--- src/rtl/mem_stage.sv ---
// Memory-access pipeline stage: issues req/ack data-port accesses, aligns and extends
// load data, builds store byte enables and registers results into the MEM/WB register.
module mem_stage #(
    parameter int XLEN     = 32,
    parameter int ADDR_LSB = 2
) (
    input  logic            clk,
    input  logic            rst,
    input  logic            in_valid,
    input  logic [XLEN-1:0] in_alu_result,
    input  logic [XLEN-1:0] in_store_data,
    input  logic [2:0]      in_funct3,
    input  logic            in_MemRead,
    input  logic            in_MemWrite,
    input  logic            in_RegWrite,
    input  logic [1:0]      in_MemtoReg,
    input  logic [4:0]      in_rd_addr,
    input  logic [XLEN-1:0] in_pc_write,
    input  logic [XLEN-1:0] in_immediate,
    output logic            dmem_req,
    output logic            dmem_we,
    output logic [XLEN-1:0] dmem_addr,
    output logic [XLEN-1:0] dmem_wdata,
    output logic [3:0]      dmem_be,
    input  logic [XLEN-1:0] dmem_rdata,
    input  logic            dmem_ack,
    output logic            stall_req,
    output logic            misalign_err,
    output logic            wb_valid,
    output logic            wb_RegWrite,
    output logic [1:0]      wb_MemtoReg,
    output logic [4:0]      wb_rd_addr,
    output logic [XLEN-1:0] wb_alu_result,
    output logic [XLEN-1:0] wb_data_in,
    output logic [XLEN-1:0] wb_pc_write,
    output logic [XLEN-1:0] wb_immediate
);
    typedef enum logic {S_IDLE, S_WAIT} state_t;
    typedef enum logic [1:0] {SZ_B, SZ_H, SZ_W} size_t;

    state_t     state_reg, state_next;
    size_t      size;
    logic       ld_unsigned;
    logic       is_mem, aligned, mem_op, misalign;
    logic [1:0] lane;
    logic [7:0] rbyte [4];
    logic [3:0] be_byte;
    logic [XLEN-1:0] load_data;

    assign lane = in_alu_result[1:0];

    // Stores only know SB/SH; everything else on a store is a word. Loads likewise default to LW.
    always_comb begin
        size        = SZ_W;
        ld_unsigned = 1'b0;
        if (in_MemWrite) begin
            case (in_funct3)
                3'b000:  size = SZ_B;
                3'b001:  size = SZ_H;
                default: size = SZ_W;
            endcase
        end else begin
            case (in_funct3)
                3'b000:  size = SZ_B;
                3'b001:  size = SZ_H;
                3'b100:  begin size = SZ_B; ld_unsigned = 1'b1; end
                3'b101:  begin size = SZ_H; ld_unsigned = 1'b1; end
                default: size = SZ_W;
            endcase
        end
    end

    always_comb begin
        case (size)
            SZ_B:    aligned = 1'b1;
            SZ_H:    aligned = ~lane[0];
            default: aligned = (lane == 2'b00);
        endcase
    end

    assign is_mem    = in_valid & (in_MemRead | in_MemWrite);
    assign mem_op    = is_mem & aligned;
    assign misalign  = is_mem & ~aligned;
    assign dmem_req  = mem_op & ~rst;
    assign stall_req = dmem_req & ~dmem_ack;
    assign dmem_we   = in_MemWrite;
    assign dmem_addr = {in_alu_result[XLEN-1:ADDR_LSB], {ADDR_LSB{1'b0}}};

    generate
        for (genvar gi = 0; gi < 4; gi++) begin : g_lane
            assign rbyte[gi]   = dmem_rdata[8*gi +: 8];
            assign be_byte[gi] = (lane == gi[1:0]);
        end
    endgenerate

    always_comb begin
        dmem_be    = 4'b1111;
        dmem_wdata = in_store_data;
        if (in_MemWrite) begin
            case (size)
                SZ_B: begin
                    dmem_be    = be_byte;
                    dmem_wdata = {4{in_store_data[7:0]}};
                end
                SZ_H: begin
                    dmem_be    = lane[1] ? 4'b1100 : 4'b0011;
                    dmem_wdata = {2{in_store_data[15:0]}};
                end
                default: ;
            endcase
        end
    end

    always_comb begin
        logic [15:0] half;
        half = lane[1] ? dmem_rdata[31:16] : dmem_rdata[15:0];
        case (size)
            SZ_B:    load_data = ld_unsigned ? {24'd0, rbyte[lane]}
                                             : {{24{rbyte[lane][7]}}, rbyte[lane]};
            SZ_H:    load_data = ld_unsigned ? {16'd0, half} : {{16{half[15]}}, half};
            default: load_data = dmem_rdata;
        endcase
    end

    always_comb begin
        state_next = state_reg;
        case (state_reg)
            S_IDLE: if (dmem_req && !dmem_ack) state_next = S_WAIT;
            S_WAIT: if (!dmem_req || dmem_ack) state_next = S_IDLE;
            default: state_next = S_IDLE;
        endcase
    end

    always_ff @(posedge clk) begin
        if (rst) state_reg <= S_IDLE;
        else     state_reg <= state_next;
    end

    // While stalled the register takes a bubble; payload fields simply hold.
    always_ff @(posedge clk) begin
        if (rst) begin
            wb_valid      <= 1'b0;
            wb_RegWrite   <= 1'b0;
            wb_MemtoReg   <= 2'd0;
            wb_rd_addr    <= 5'd0;
            wb_alu_result <= '0;
            wb_data_in    <= '0;
            wb_pc_write   <= '0;
            wb_immediate  <= '0;
            misalign_err  <= 1'b0;
        end else if (stall_req) begin
            wb_valid      <= 1'b0;
            wb_RegWrite   <= 1'b0;
            misalign_err  <= 1'b0;
        end else begin
            wb_valid      <= in_valid;
            wb_RegWrite   <= in_RegWrite & in_valid & ~misalign;
            wb_MemtoReg   <= in_MemtoReg;
            wb_rd_addr    <= in_rd_addr;
            wb_alu_result <= in_alu_result;
            wb_data_in    <= load_data;
            wb_pc_write   <= in_pc_write;
            wb_immediate  <= in_immediate;
            misalign_err  <= misalign;
        end
    end
endmodule

--- config.mk ---
export PLATFORM = sky130hd
export DESIGN_NAME = mem_stage
export DESIGN_NICKNAME = d
export VERILOG_FILES = /design/src/rtl/mem_stage.sv
export SDC_FILE = /design/constraint.sdc
export NUM_CORES = 1
export LEC_CHECK = 0
export CAP_MARGIN = 25
export CORE_AREA = 2 2 151 153
export CTS_CLUSTER_SIZE = 12
export DETAILED_ROUTE_END_ITERATION = 6
export DIE_AREA = 0 0 153 155
export HOLD_SLACK_MARGIN = 0.08
export PLACE_DENSITY = 0.64
export SLEW_MARGIN = 25
export SYNTH_ARGS = -nofsm -noshare
export SYNTH_HDL_FRONTEND = slang
export SYNTH_SLANG_ARGS = --single-unit
--- constraint.sdc ---
create_clock -name clk -period 6.4 [get_ports clk]
set_input_delay 1.28 -clock clk [delete_from_list [all_inputs] [get_ports clk]]
set_output_delay 1.28 -clock clk [all_outputs]
set_load 0.005 [all_outputs]
==> out/results.ini, run 1 <==
[critical_path]
cp_max_fo=43
reg2reg_to=wb_data_in[8]
worstRegToRegCells=2
r2r_slack_ps=5640
crit_type=in2out
cp-end-kind=primary output
crit_path_start_kind=primary input
crit_arrival_ps=3870
required_ps=5120
r2r_start=wb_data_in[8]

[sta]
setup_viol=0
tightest_slew_ps=902
hold_viol_final=0
timing.final.crit_share_pct=80.4
slew_viol_final=0
clock_skew_ps=0
fin_crit_ps=5150
tns_ps=0
max_freq_mhz=194
relSlewSlack_pct=39.9
rsz0062_at_grt=false

[worst_hold_path]
holdCritStartpoint=wb_immediate[3]
hold_path_end=wb_immediate[3]
holdPathStages=2
hold_class=reg2reg

[synth]
synth_edf_count=0
avgSynthCellArea_um2=8.11
synthTopCellsByArea=dfxtp_1 (41%), a21oi_1 (8.5%), nand3_1 (8.3%)
synthCells=831
synth.most_common_cell=dfxtp_1
netlist_area_um2=6740
yosys-top-cells-count=dfxtp_1 (138), a21oi_1 (115), nand3_1 (112), o21ai_0 (110), nand2_1 (64)
yosys.cell_types.count=45
synth_top_area_share_pct=41.0
ys_warn_count=0
synth_top_cell_by_area=dfxtp_1
synthArstFlopShare_pct=0
ys_ff_latch=138
ys.flop_type=dfxtp_1
seq_area_frac_synth_pct=41.0

[placed_design]
placed_cell_area_um2=10300
numPortBuffers=383
place_congestion=0.857
dpl.hpwl_um=18000

[floorplan]
die_x_um=153
die_h_um=155
start_util_pct=30.3
ioPinCount=386
rows=55
die_area_um2=23700
core_um2=22200

[cts]
clock_sinks=138
hold_buffers=0
htree_num_levels=4
cts_root_buf=clkbuf_16
cts_setup_buffers=0
clkTransAtPathRegs_ps=60
insertion_delay_ps=410
cts_buffers=17
cts_tree=built
cts.path.max_buffers=2
cts_resized=0

[detailed_routing]
vias_per_cell=5.11
wirelength_um=25900
drt_pass1_iterations=5
final_antenna_net_count=0
num_vias=7238
route.detailed.drc=0
routedWlPerCell_um=18.3
dr.first_iter.drc_count=436

[finish]
antenna_cells=0
fin_nets=1297
area_delta_synth_final_pct=63.2
layout-drive-gt1-share_pct=8.75
fillCellCount=2157
final_area_um2=11000

[global_route]
grt-ovfl-total=0
groute.usage.overall_pct=21.0
grt_pass1_wl_um=39800
grt_max_degree=85
grt_pass1_vias=7055
antenna_found_initial=0

[run]
maxCapViolCount=0

[power]
cellPowerDensity_nw_per_um2=236
p_leak_nw=3.96
total_power_mw=2.59
vdd_drop_max_uv=156

[status]
outcome=finished clean

[worst max-delay path, stage by stage]
cell and delay [ps]:
clkdlybuf4s50_1 680, a21o_1 760, a22o_4 530, nor3_1 110, clkdlybuf4s50_1 460
[per-layer routing]
layer | part of all wire (%) | GRT usage (%) | vias up
li1 | - | - | 3499
met1 | 42 | 26.1 | 3402
met2 | 50 | 36.3 | 301
met3 | 6.0 | 4.48 | 36
met4 | 2.3 | 7.10 | 0
met5 | 0 | 0 | -
[flip-flops by register name, indices dropped and copies added (netlist names)]
name           cells
wb_rd_addr         5
wb_immediate      32
wb_data_in        32
misalign_err       1
wb_valid           1
wb_pc_write       32
wb_MemtoReg        2
wb_alu_result     32
wb_RegWrite        1
[how the worst max path moves through the flow]
stage / slack [ps] / startpoint / cells past startpoint / end
after floorplan: 2530 / in_funct3[0] / 7 / dmem_req
after global placement: 1280 / in_funct3[1] / 5 / dmem_req
after detailed placement: 1260 / in_MemWrite / 5 / dmem_req
after CTS: 1250 / in_MemWrite / 5 / dmem_req
after global routing: 1130 / in_MemWrite / 5 / dmem_req
final: 1250 / in_MemWrite / 5 / dmem_req
[logic make-up after synthesis]
kind of cell    share of synthesized area [%]
compound gates                           24.9
mux                                      5.38
buf+inv                                  10.8
simple gates                             17.9
flops                                    41.0
other cells                            0.0556
[stage by stage]
stage | cells | util [%] | hold WS, ps | setup WS (ps)
finish | 1416 | 49.5 | 461 | 1250
global route | 1416 | 49.5 | 485 | 1130
CTS | 1415 | 49.4 | 462 | 1250
detailed placement | 1385 | 46.5 | 454 | 1260
global placement | 1385 | 46.5 | 449 | 1280
floorplan | 832 | - | 458 | 2530
[where the power goes]
group          total [mW]  switching, mW  internal, mW  leakage (nW)
clock                1.13          0.393         0.733         0.321
combinational       0.521          0.227         0.293          2.49
sequential          0.945         0.0292         0.916          1.15
total                2.59          0.650          1.94          3.96
[final cells by class]
class | instances | area, µm² | area share [%]
inverter | 4 | 15.0 | 0.136
tap | 285 | 357 | 3.24
sequential | 138 | 2760 | 25.1
clock inverter | 13 | 240 | 2.18
multi-input combinational | 563 | 3270 | 29.7
clock buffer | 17 | 425 | 3.87
timing repair buffer | 396 | 3930 | 35.7
[cell usage in the layout (no fill, tap or decap), types with 6 or more instances in the layout]
cell type	synthesis	layout
a311oi_1	6	6
clkdlybuf4s50_1	0	382
nor3_1	15	15
a21o_1	8	8
dfxtp_1	138	138
mux2_2	16	16
bufinv_16	0	6
nand2_1	64	64
a211oi_2	10	10
a211oi_1	6	6
mux2i_1	16	16
a211o_1	8	8
o21ai_0	110	110
o31ai_1	8	8
nor3_2	10	10
nor2_1	16	16
clkbuf_16	0	17
or2_2	8	8
nand3_1	112	112
a21oi_1	115	115
nand3b_1	7	7
buf_4	52	13
Note: power is estimated with default switching activity, not from simulation.
==> run 2: changes to the inputs <==
--- a/config.mk
+++ b/config.mk
@@ -11,7 +11,7 @@
 export DETAILED_ROUTE_END_ITERATION = 6
 export DIE_AREA = 0 0 153 155
 export HOLD_SLACK_MARGIN = 0.08
-export PLACE_DENSITY = 0.64
+export PLACE_DENSITY = 0.66
 export SLEW_MARGIN = 25
 export SYNTH_ARGS = -nofsm -noshare
 export SYNTH_HDL_FRONTEND = slang
==> constraint.sdc (replaced) <==
create_clock -name clk -period 4.4 [get_ports clk]
set_input_delay 0.88 -clock clk [delete_from_list [all_inputs] [get_ports clk]]
set_output_delay 0.88 -clock clk [all_outputs]
set_load 0.005 [all_outputs]
==> out/results.ini, run 2 (synthesis gave the netlist of run 1 again) <==
[status]
outcome=finished clean  ; unchanged

[sta]
timing.final.crit_share_pct=90.0
holdWs_ps=460  ; was 461 ps
relSlewSlack_pct=37.8  ; was 39.9%
tightest_slew_ps=933  ; was 902 ps
setup_viol=0  ; unchanged
tns_ps=0  ; unchanged
max_freq_mhz=252
clock_skew_ps=0  ; unchanged
slew_viol_final=0  ; unchanged
setup_slack_ps=439  ; was 1250 ps
hold_viol_final=0  ; unchanged
fin_crit_ps=3960
rsz0062_at_grt=false  ; unchanged

[placed_design]
dp_slack_ps=402  ; was 1260 ps
dpl.hpwl_um=18200  ; was 18,000 µm
place_inst=1391  ; was 1,385
place_congestion=0.815  ; was 0.857
numPortBuffers=383  ; unchanged

[critical_path]
r2r_start=wb_data_in[10]  ; was wb_data_in[8]
required_ps=3520  ; was 5120 ps
r2r_slack_ps=3560  ; was 5640 ps
cp_cell_sequence=clkdlybuf4s50_1 -> nor2_1 -> nand2_1 -> a21oi_2 -> mux2_2 -> clkdlybuf4s50_1  ; was clkdlybuf4s50_1 -> a21o_1 -> a22o_4 -> nor3_1 -> clkdlybuf4s50_1
crit_start=in_funct3[2]  ; was in_MemWrite
crit_path_start_kind=primary input  ; unchanged
crit_arrival_ps=3080  ; was 3870 ps
crit_end=dmem_wdata[12]  ; was dmem_req
cp-end-kind=primary output  ; unchanged
reg2reg_to=wb_data_in[10]  ; was wb_data_in[8]
max_stage_delay_ps=530  ; was 760 ps
worstRegToRegCells=2  ; unchanged
crit_type=in2out  ; unchanged
critical-path-slowest-cell=clkdlybuf4s50_1  ; was a21o_1
cp_max_fo=8  ; was 43
cp_common_cell=clkdlybuf4s50_1  ; unchanged

[finish]
ff_latch_area_um2=2760  ; unchanged
final_cells=1423  ; was 1,416
final_cell_mix=clkdlybuf4s50_1 (382), dfxtp_1 (138), a21oi_1 (115)  ; unchanged
layout_commonest_cell=clkdlybuf4s50_1  ; unchanged
layout-drive-gt1-share_pct=9.14  ; was 8.75%
antenna_cells=0  ; unchanged
fillCellCount=2154  ; was 2,157
area_delta_synth_final_pct=63.6  ; was 63.2%
multiInputGateArea_um2=3270  ; unchanged
fin_nets=1302  ; was 1,297

[power]
power_frac_seq_pct=37.3  ; was 36.5%
cellPowerDensity_nw_per_um2=334  ; was 236 nW/µm²
vdd_drop_max_uv=200  ; was 156 µV
combPwrFrac_pct=20.7  ; was 20.1%
switchingPower_uw=950  ; was 650 µW
clockPowerShare_pct=42.0  ; was 43.5%
total_power_mw=3.69  ; was 2.59 mW
p_int_mw=2.74  ; was 1.94 mW
p_leak_nw=3.97  ; was 3.96 nW
p_sw_share_pct=25.8  ; was 25.1%

[cts]
cts_tree=built  ; unchanged
cts_resized=0  ; unchanged
clkTransAtPathRegs_ps=60  ; about the same
cts_setup_buffers=0  ; unchanged
insertion_delay_ps=420  ; was 410 ps
hold_buffers=0  ; unchanged
cts_buffers=17  ; unchanged
cts.path.max_buffers=2  ; unchanged
clock_sinks=138  ; unchanged
cts_root_buf=clkbuf_16  ; unchanged
htree_num_levels=4  ; unchanged

[global_route]
grt-ovfl-total=0  ; unchanged
antenna_found_initial=0  ; unchanged
grt_pass1_wl_um=39800  ; about the same
grt_max_degree=126  ; was 85
groute.usage.overall_pct=21.1  ; was 21.0%
grt_pass1_vias=7120  ; was 7,055

[detailed_routing]
routedWlPerCell_um=18.3  ; about the same
wirelength_um=26100  ; was 25,900 µm
route.detailed.drc=0  ; unchanged
vias_per_cell=5.13  ; was 5.11
drt_pass1_iterations=7  ; was 5
dr.first_iter.drc_count=432  ; was 436
final_antenna_net_count=0  ; unchanged
num_vias=7298  ; was 7,238

[floorplan]
rows=55  ; unchanged
die_area_um2=23700  ; unchanged
die_x_um=153  ; unchanged
core_um2=22200  ; unchanged
die_h_um=155  ; unchanged
start_util_pct=30.3  ; unchanged
ioPinCount=386  ; unchanged

[run]
maxCapViolCount=0  ; unchanged

[worst_hold_path]
hold_class=reg2reg  ; unchanged

-- run 2: cell count changes in the layout (fill, tap and decap cells not counted) --
cell        delta
clkbuf_8       +1
clkinvlp_4     +2
inv_6          -2
buf_12         +2
inv_8          +1
bufinv_16      -2
clkbuf_1       +2
buf_4          +3
-- run 2: through the flow --
stage          util [%]  area (µm²)
2_1_floorplan         -        6750
3_3_place_gp       46.7       10400
3_5_place_dp       46.8       10400
4_1_cts            49.6       11000
5_1_grt            49.6       11000
6_report           49.6       11000
-- run 2: layer usage --
metal / track usage (%) / part of all wire (%) / up-vias / wire length [µm]
li1: - / - / 3508 / -
met1: 26.0 / 41 / 3417 / 10800
met2: 35.8 / 49 / 331 / 12800
met3: 5.18 / 6.8 / 42 / 1770
met4: 7.72 / 2.9 / 0 / 746
met5: 0 / 0 / - / 0
-- run 2: how the worst min path moves through the flow --
stage,from,end,slack [ps],depth (start not counted)
floorplan,wb_data_in[15],wb_data_in[15],460,2
global placement,wb_alu_result[9],wb_alu_result[9],450,2
detailed placement,wb_alu_result[25],wb_alu_result[25],450,2
CTS,wb_immediate[2],wb_immediate[2],460,2
global route,wb_immediate[25],wb_immediate[25],480,2
finish,wb_pc_write[5],wb_pc_write[5],460,2
-- run 2: area by class of cell --
| class | instances | area share, % |
|---|---|---|
| inverters | 4 | 0.136 |
| clock buffers | 20 | 4.05 |
| well taps | 285 | 3.23 |
| clock inverters | 12 | 1.71 |
| flip-flops and latches | 138 | 25.0 |
| repair buffers | 401 | 36.2 |
| multi-input cells | 563 | 29.6 |
-- run 2: critical path, delay by kind of cell --
family / cells / cell delay (ps)
simple gates: 2 / 360
buf+inv: 2 / 990
mux: 1 / 400
compound gates: 1 / 430
-- run 2: power groups by stage --
stage | registers, mW | logic (mW) | clock network, mW
2_1_floorplan | 1.41 | 0.297 | 0
4_1_cts | 1.37 | 0.771 | 1.58
6_report | 1.37 | 0.765 | 1.55
3_3_place_gp | 1.40 | 0.766 | 0
3_5_place_dp | 1.40 | 0.766 | 0
5_1_grt | 1.38 | 0.823 | 1.64
